### src/rtl/split.sv
// ---------------------------------------------------------------------------
// split -- 1-master-to-N-slaves address-decoded demultiplexer (IOb native bus)
//
// The top address bits select one slave. The request goes only to that slave,
// and the response comes only from it. The selected slave is held in sel_q
// until the transaction ends, so a master address change cannot move the
// response path mid-transaction. The master always gets a ready: an
// unmapped select returns a decode-error response, and a slave that does not
// answer in time returns a timeout response.
//
// Ports
//   clk     clock
//   rst     synchronous active-high reset; also gates s_req/m_resp/err to 0
//   m_req   master request  {valid, addr, wdata, wstrb}
//   m_resp  master response {rdata, ready}
//   s_req   slave requests, slave i at [i*REQ_W +: REQ_W]
//   s_resp  slave responses, slave i at [i*RESP_W +: RESP_W]
//   err     one-cycle pulse, coincident with a decode-error or timeout ready
//
// state  | meaning
// -------+-------------------------------------------------------------
// IDLE   | decode m_req address; zero-wait slaves complete here
// BUSY   | waiting on slave sel_q; cnt counts wait cycles toward timeout
// DECERR | unmapped select: return {0, ready}, pulse err
// ---------------------------------------------------------------------------
module split #(
  parameter  int N_SLAVES  = 2,
  parameter  int DATA_W    = 32,
  parameter  int ADDR_W    = 32,
  parameter  int P_SLAVES  = ADDR_W - 1,
  parameter  int TIMEOUT_W = 8,
  localparam int SEL_W     = $clog2(N_SLAVES),
  localparam int REQ_W     = 1 + ADDR_W + DATA_W + DATA_W/8,
  localparam int RESP_W    = DATA_W + 1
) (
  input  logic                       clk,
  input  logic                       rst,
  input  logic [REQ_W-1:0]           m_req,
  output logic [RESP_W-1:0]          m_resp,
  output logic [N_SLAVES*REQ_W-1:0]  s_req,
  input  logic [N_SLAVES*RESP_W-1:0] s_resp,
  output logic                       err
);

  typedef enum logic [1:0] {IDLE, BUSY, DECERR} state_t;

  localparam logic [TIMEOUT_W-1:0] CNT_MAX = '1;
  localparam logic [DATA_W-1:0]    TO_DATA = DATA_W'(32'hDEADBEEF);

  state_t               state;
  logic [SEL_W-1:0]     sel_q;
  logic [TIMEOUT_W-1:0] cnt;
  logic                 err_q;

  logic                 m_valid;
  logic [SEL_W-1:0]     dec_sel;
  logic                 dec_ok;
  logic                 route_en;
  logic [SEL_W-1:0]     route_sel;
  logic [RESP_W-1:0]    sel_resp;
  logic                 slv_ready;
  logic                 at_limit;
  logic                 timeout;

  // addr[b] sits at m_req bit (REQ_W-1-ADDR_W+b)
  assign m_valid = m_req[REQ_W-1];
  assign dec_sel = m_req[REQ_W-1-ADDR_W+P_SLAVES -: SEL_W];
  assign dec_ok  = (int'(dec_sel) < N_SLAVES);

  assign at_limit = (state == BUSY) && (cnt == CNT_MAX);

  always_comb begin
    route_en  = 1'b0;
    route_sel = '0;
    case (state)
      IDLE: begin
        route_en  = m_valid && dec_ok;
        route_sel = dec_sel;
      end
      BUSY: begin
        route_en  = 1'b1;
        route_sel = sel_q;
      end
      default: ;
    endcase
    if (rst) route_en = 1'b0;
  end

  // Only the routed slave sees the request; everyone else gets zeros.
  // At the timeout limit the slave's valid is dropped so it does not start
  // work the master will never wait for.
  always_comb begin
    s_req    = '0;
    sel_resp = '0;
    for (int i = 0; i < N_SLAVES; i++) begin
      if (route_en && (int'(route_sel) == i)) begin
        sel_resp                 = s_resp[i*RESP_W +: RESP_W];
        s_req[i*REQ_W +: REQ_W]  = m_req;
        if (at_limit) s_req[i*REQ_W + REQ_W - 1] = 1'b0;
      end
    end
  end

  assign slv_ready = route_en && sel_resp[0];
  // a real slave ready on the limit cycle wins over the timeout
  assign timeout   = at_limit && !slv_ready;

  always_comb begin
    m_resp = '0;
    if (rst)                  m_resp = '0;
    else if (state == DECERR) m_resp = {{DATA_W{1'b0}}, 1'b1};
    else if (timeout)         m_resp = {TO_DATA, 1'b1};
    else if (route_en)        m_resp = sel_resp;
  end

  // err_q is raised one cycle ahead so it lines up with the error ready;
  // the mask drops it if the slave answers on the timeout cycle after all.
  assign err = err_q && !slv_ready && !rst;

  always_ff @(posedge clk) begin
    if (rst) begin
      state <= IDLE;
      sel_q <= '0;
      cnt   <= '0;
      err_q <= 1'b0;
    end else begin
      err_q <= 1'b0;
      case (state)
        IDLE: begin
          if (m_valid) begin
            if (dec_ok) begin
              sel_q <= dec_sel;
              if (!slv_ready) begin
                state <= BUSY;
                cnt   <= '0;
              end
            end else begin
              state <= DECERR;
              err_q <= 1'b1;
            end
          end
        end
        BUSY: begin
          if (slv_ready || at_limit) begin
            state <= IDLE;
          end else begin
            cnt <= cnt + 1'b1;
            if (cnt == CNT_MAX - 1'b1) err_q <= 1'b1;
          end
        end
        DECERR:  state <= IDLE;
        default: state <= IDLE;
      endcase
    end
  end

endmodule
### config.mk
export PLATFORM = sky130hd
export DESIGN_NAME = split
export DESIGN_NICKNAME = d
export VERILOG_FILES = /design/src/rtl/split.sv
export SDC_FILE = /design/constraint.sdc
export NUM_CORES = 1
export LEC_CHECK = 0
export CORE_AREA = 8 8 112 114
export DETAILED_ROUTE_END_ITERATION = 7
export DIE_AREA = 0 0 120 122
export PLACE_DENSITY = 0.71
export SLEW_MARGIN = 40
export SYNTH_ARGS = -nofsm -noshare
export SYNTH_HDL_FRONTEND = slang
export SYNTH_SLANG_ARGS = --single-unit
### constraint.sdc
create_clock -name clk -period 2.6 [get_ports clk]
set_input_delay 0.52 -clock clk [delete_from_list [all_inputs] [get_ports clk]]
set_output_delay 0.52 -clock clk [all_outputs]
set_load 0.005 [all_outputs]
==> impl_results.md <==
- Final-report hold violation count: 0
- RSZ-0062 raised after global routing: yes
- DRC Markers: 0
- Endpoint class of the critical path: output port
- Root Driver: clkbuf_8
- PwrDens: 202 mW/mm²
- Nets: 808
- Final worst-path cycle share: 99.9%
- Levels on crit path: 9
- Hold path cells: 2
- Register area: 224 µm²
- Routed len/inst: 21.0 µm
- Post-CTS Hold Fix Bufs: 0
- First-pass GRT wire length: 24100 µm
- Worst min-delay path class: reg -> reg
- Mapped Cells: 307
- Syn-to-layout area delta: 175%
- Worst setup margin: 0.00355 ns
- CP Launch Type: flop
- Filler cells: 983
- Layout cells sized above 1: 43.4%
- #FFs+latches synth: 11
- R2R depth: 10
- Max FO, Critical Path: 12
- GRT Util Overall: 20.9%
- WHS: 0.523 ns
- CTS buffer count: 3
- Clock-pin slew on the worst setup and hold paths: 0.05 ns
- Vias: 3721
- Starting density of the core: 20.7%
- Critical path type: reg -> out
- First-pass iteration count of the detailed router: 4
- GP Congestion: 0.814
- F_max: 385 MHz
- Sink Count: 11
- CP top delay family: buffers and inverters
- Clk buf depth: 2
- Worst Path Arrival: 2.08 ns
- Max rail drop VDD: 0.000288 V
- Port Buffers: 308
- FP Rows: 38
- DIE AREA: 0.0146 mm²
- Leakage power total: 0.00287 µW
- Mapped cell area: 0.00221 mm²
- DR iter-0 viols: 138
- Top FF cell, synth: dfxtp_1
- Post-synth ARST share: 0%
- DR vias/cell: 4.59
- DIE HEIGHT: 122 µm
- CP bufs+invs: 6
- GR Overflow Total: 0
- Largest net degree at the start of global routing: 27
- Slowest CP cell: or3b_4
- Slew HR: 75.3%
- DP HPWL: 12200 µm
- Latest clock arrival within the worst-skew pair: 0.24 ns
- CTS H-tree lvls: 1
- Core area: 0.0107 mm²
- Post-synthesis average cell area: 7.21 µm²
- Crit path time final: 2.60 ns
- Area occupied by multi-input gates: 0.00201 mm²
- Critical Path Max Stage Delay: 0.42 ns
- Netlist cell types: 45
- Antenna violations before repair: 2
- Area leader, netlist: and2_1
- Final Max Tran Viols: 0
- CTS tree: done
- Fin util: 56.9%
- Cell mode on critical path: buf_12
- Setup violations, final: 0
- Clk_skew: 0.00190 ns
- Slew at the pin closest to its max-slew limit: 0.370 ns
- Status: completed
- Top-area cell type share of the netlist area: 38.7%
- Register area share after synthesis: 9.95%
- Number of flops mapped to enable cells by yosys: 0
- Worst slack, placed: -0.634 ns
- Critical Path RT: 2.08 ns
- CP Cell Sequence: buf_6 -> or3b_4 -> a21oi_4 -> buf_12 -> buf_4 -> buf_12 -> buf_16 -> and2_1 -> clkdlybuf4s15_1
- Width of the die: 120 µm
- Max_cap viols: 0
- Final wirelength: 17000 µm
- Net Count, Synth: 446
- Vias in the first global route: 3814
- Io pins: 309
- Synth top area cells: and2_1 39%, a22oi_1 11%, dfxtp_1 9.9%, a21oi_2 8.7%, nor2_4 4.1%
- Post-route ant nets: 0
- Total number of yosys warnings: 0
==> layer usage <==
| metal | up-vias | routed length [µm] | track usage (%) |
|---|---|---|---|
| met5 | - | 0 | 0 |
| met4 | 0 | 229 | 3.36 |
| met3 | 15 | 1220 | 5.18 |
| met2 | 169 | 8950 | 39.3 |
| met1 | 1767 | 6650 | 23.7 |
| li1 | 1770 | - | - |
==> worst paths after layout <==
check	start	endpoint	slack (ns)
worst max-delay path	state[0]	s_req[62]	0.004
worst min-delay path	sel_q	sel_q	0.52
worst max register to register	state[0]	cnt[6]	0.54
worst min register to register	sel_q	sel_q	0.52
==> power breakdown <==
group,switching (µW),internal [µW],total (µW),leakage [µW]
Sequential,3.94,174,178,0.0000903
Combinational,330,551,881,0.00275
Clock,62.5,107,170,0.0000228
==> layout make-up <==
type,instances,area share (%)
repair buffers,388,59.5
multi-input cells,263,33.0
flip-flops and latches,11,3.68
well taps,140,2.88
clock buffers,4,0.739
inverters,2,0.123
diodes,2,0.0822
==> what timing repair did <==
action                                  4_1_cts  5_1_grt
pin swaps                                    14       36
hold endpoints to repair                      0        0
setup buffers                                30       11
cloned                                       12        3
resized for setup                           440      169
endpoints found under the setup margin      172       86
==> worst register-to-register path: stages, from the launching register on <==
cell,delay (ns)
dfxtp_2,0.33
buf_6,0.10
or3b_4,0.14
buf_6,0.10
a21oi_4,0.05
buf_4,0.13
buf_4,0.15
or2_2,0.33
buf_4,0.15
o41ai_1,0.33
a21oi_1,0.12
==> metrics by stage <==
| stage | power (µW) | area (µm²) | TNS, ns | instances |
|---|---|---|---|---|
| 6_report | 1230 | 6090 | 0 | 810 |
| 5_1_grt | 1300 | 6090 | -1.54 | 810 |
| 4_1_cts | 1200 | 6070 | -0.785 | 799 |
| 3_5_place_dp | 921 | 5620 | -89.81 | 754 |
| 3_3_place_gp | 913 | 5620 | -85.72 | 754 |
| 2_1_floorplan | 405 | 2210 | 0 | 307 |
==> cells in the mapped netlist (4+ instances only) <==
cell type / number
dfxtp_1: 11
nand2b_1: 5
a21oi_2: 22
nor2_1: 6
a21oi_1: 8
xnor2_1: 4
buf_6: 4
clkbuf_1: 20
a22oi_1: 32
buf_2: 4
and2_1: 137
nor2_4: 8
==> sequential cells by signal, indices dropped and copies added (netlist names) <==
name / cells
cnt: 8
err_q: 1
sel_q: 1
state: 1
==> cells by family after synthesis <==
logic type,Yosys count,share of synthesized area [%]
and+or+nand+nor,184,53.9
AOI/OAI and AO/OA,73,25.6
buffers and inverters,33,7.86
DFF,11,9.95
xor gates and xnor gates,4,1.58
adders and majority gates,2,1.13
==> cell usage in the layout, fill, tap and decap left out, drive strengths merged, types with 2 or more instances in the layout <==
cell,count
a21oi,31
a22oi,32
and2,137
and3,2
buf,151
clkbuf,57
clkdlybuf4s15,13
clkdlybuf4s50,132
dfxtp,11
diode,2
dlygate4sd2,38
ha,2
inv,2
nand2,3
nand2b,6
nand3,3
nand3b,2
nand4,2
nor2,14
nor3,3
nor4,3
o211ai,2
or2,3
or3b,2
xnor2,4
(Power assumes the default switching activity.)
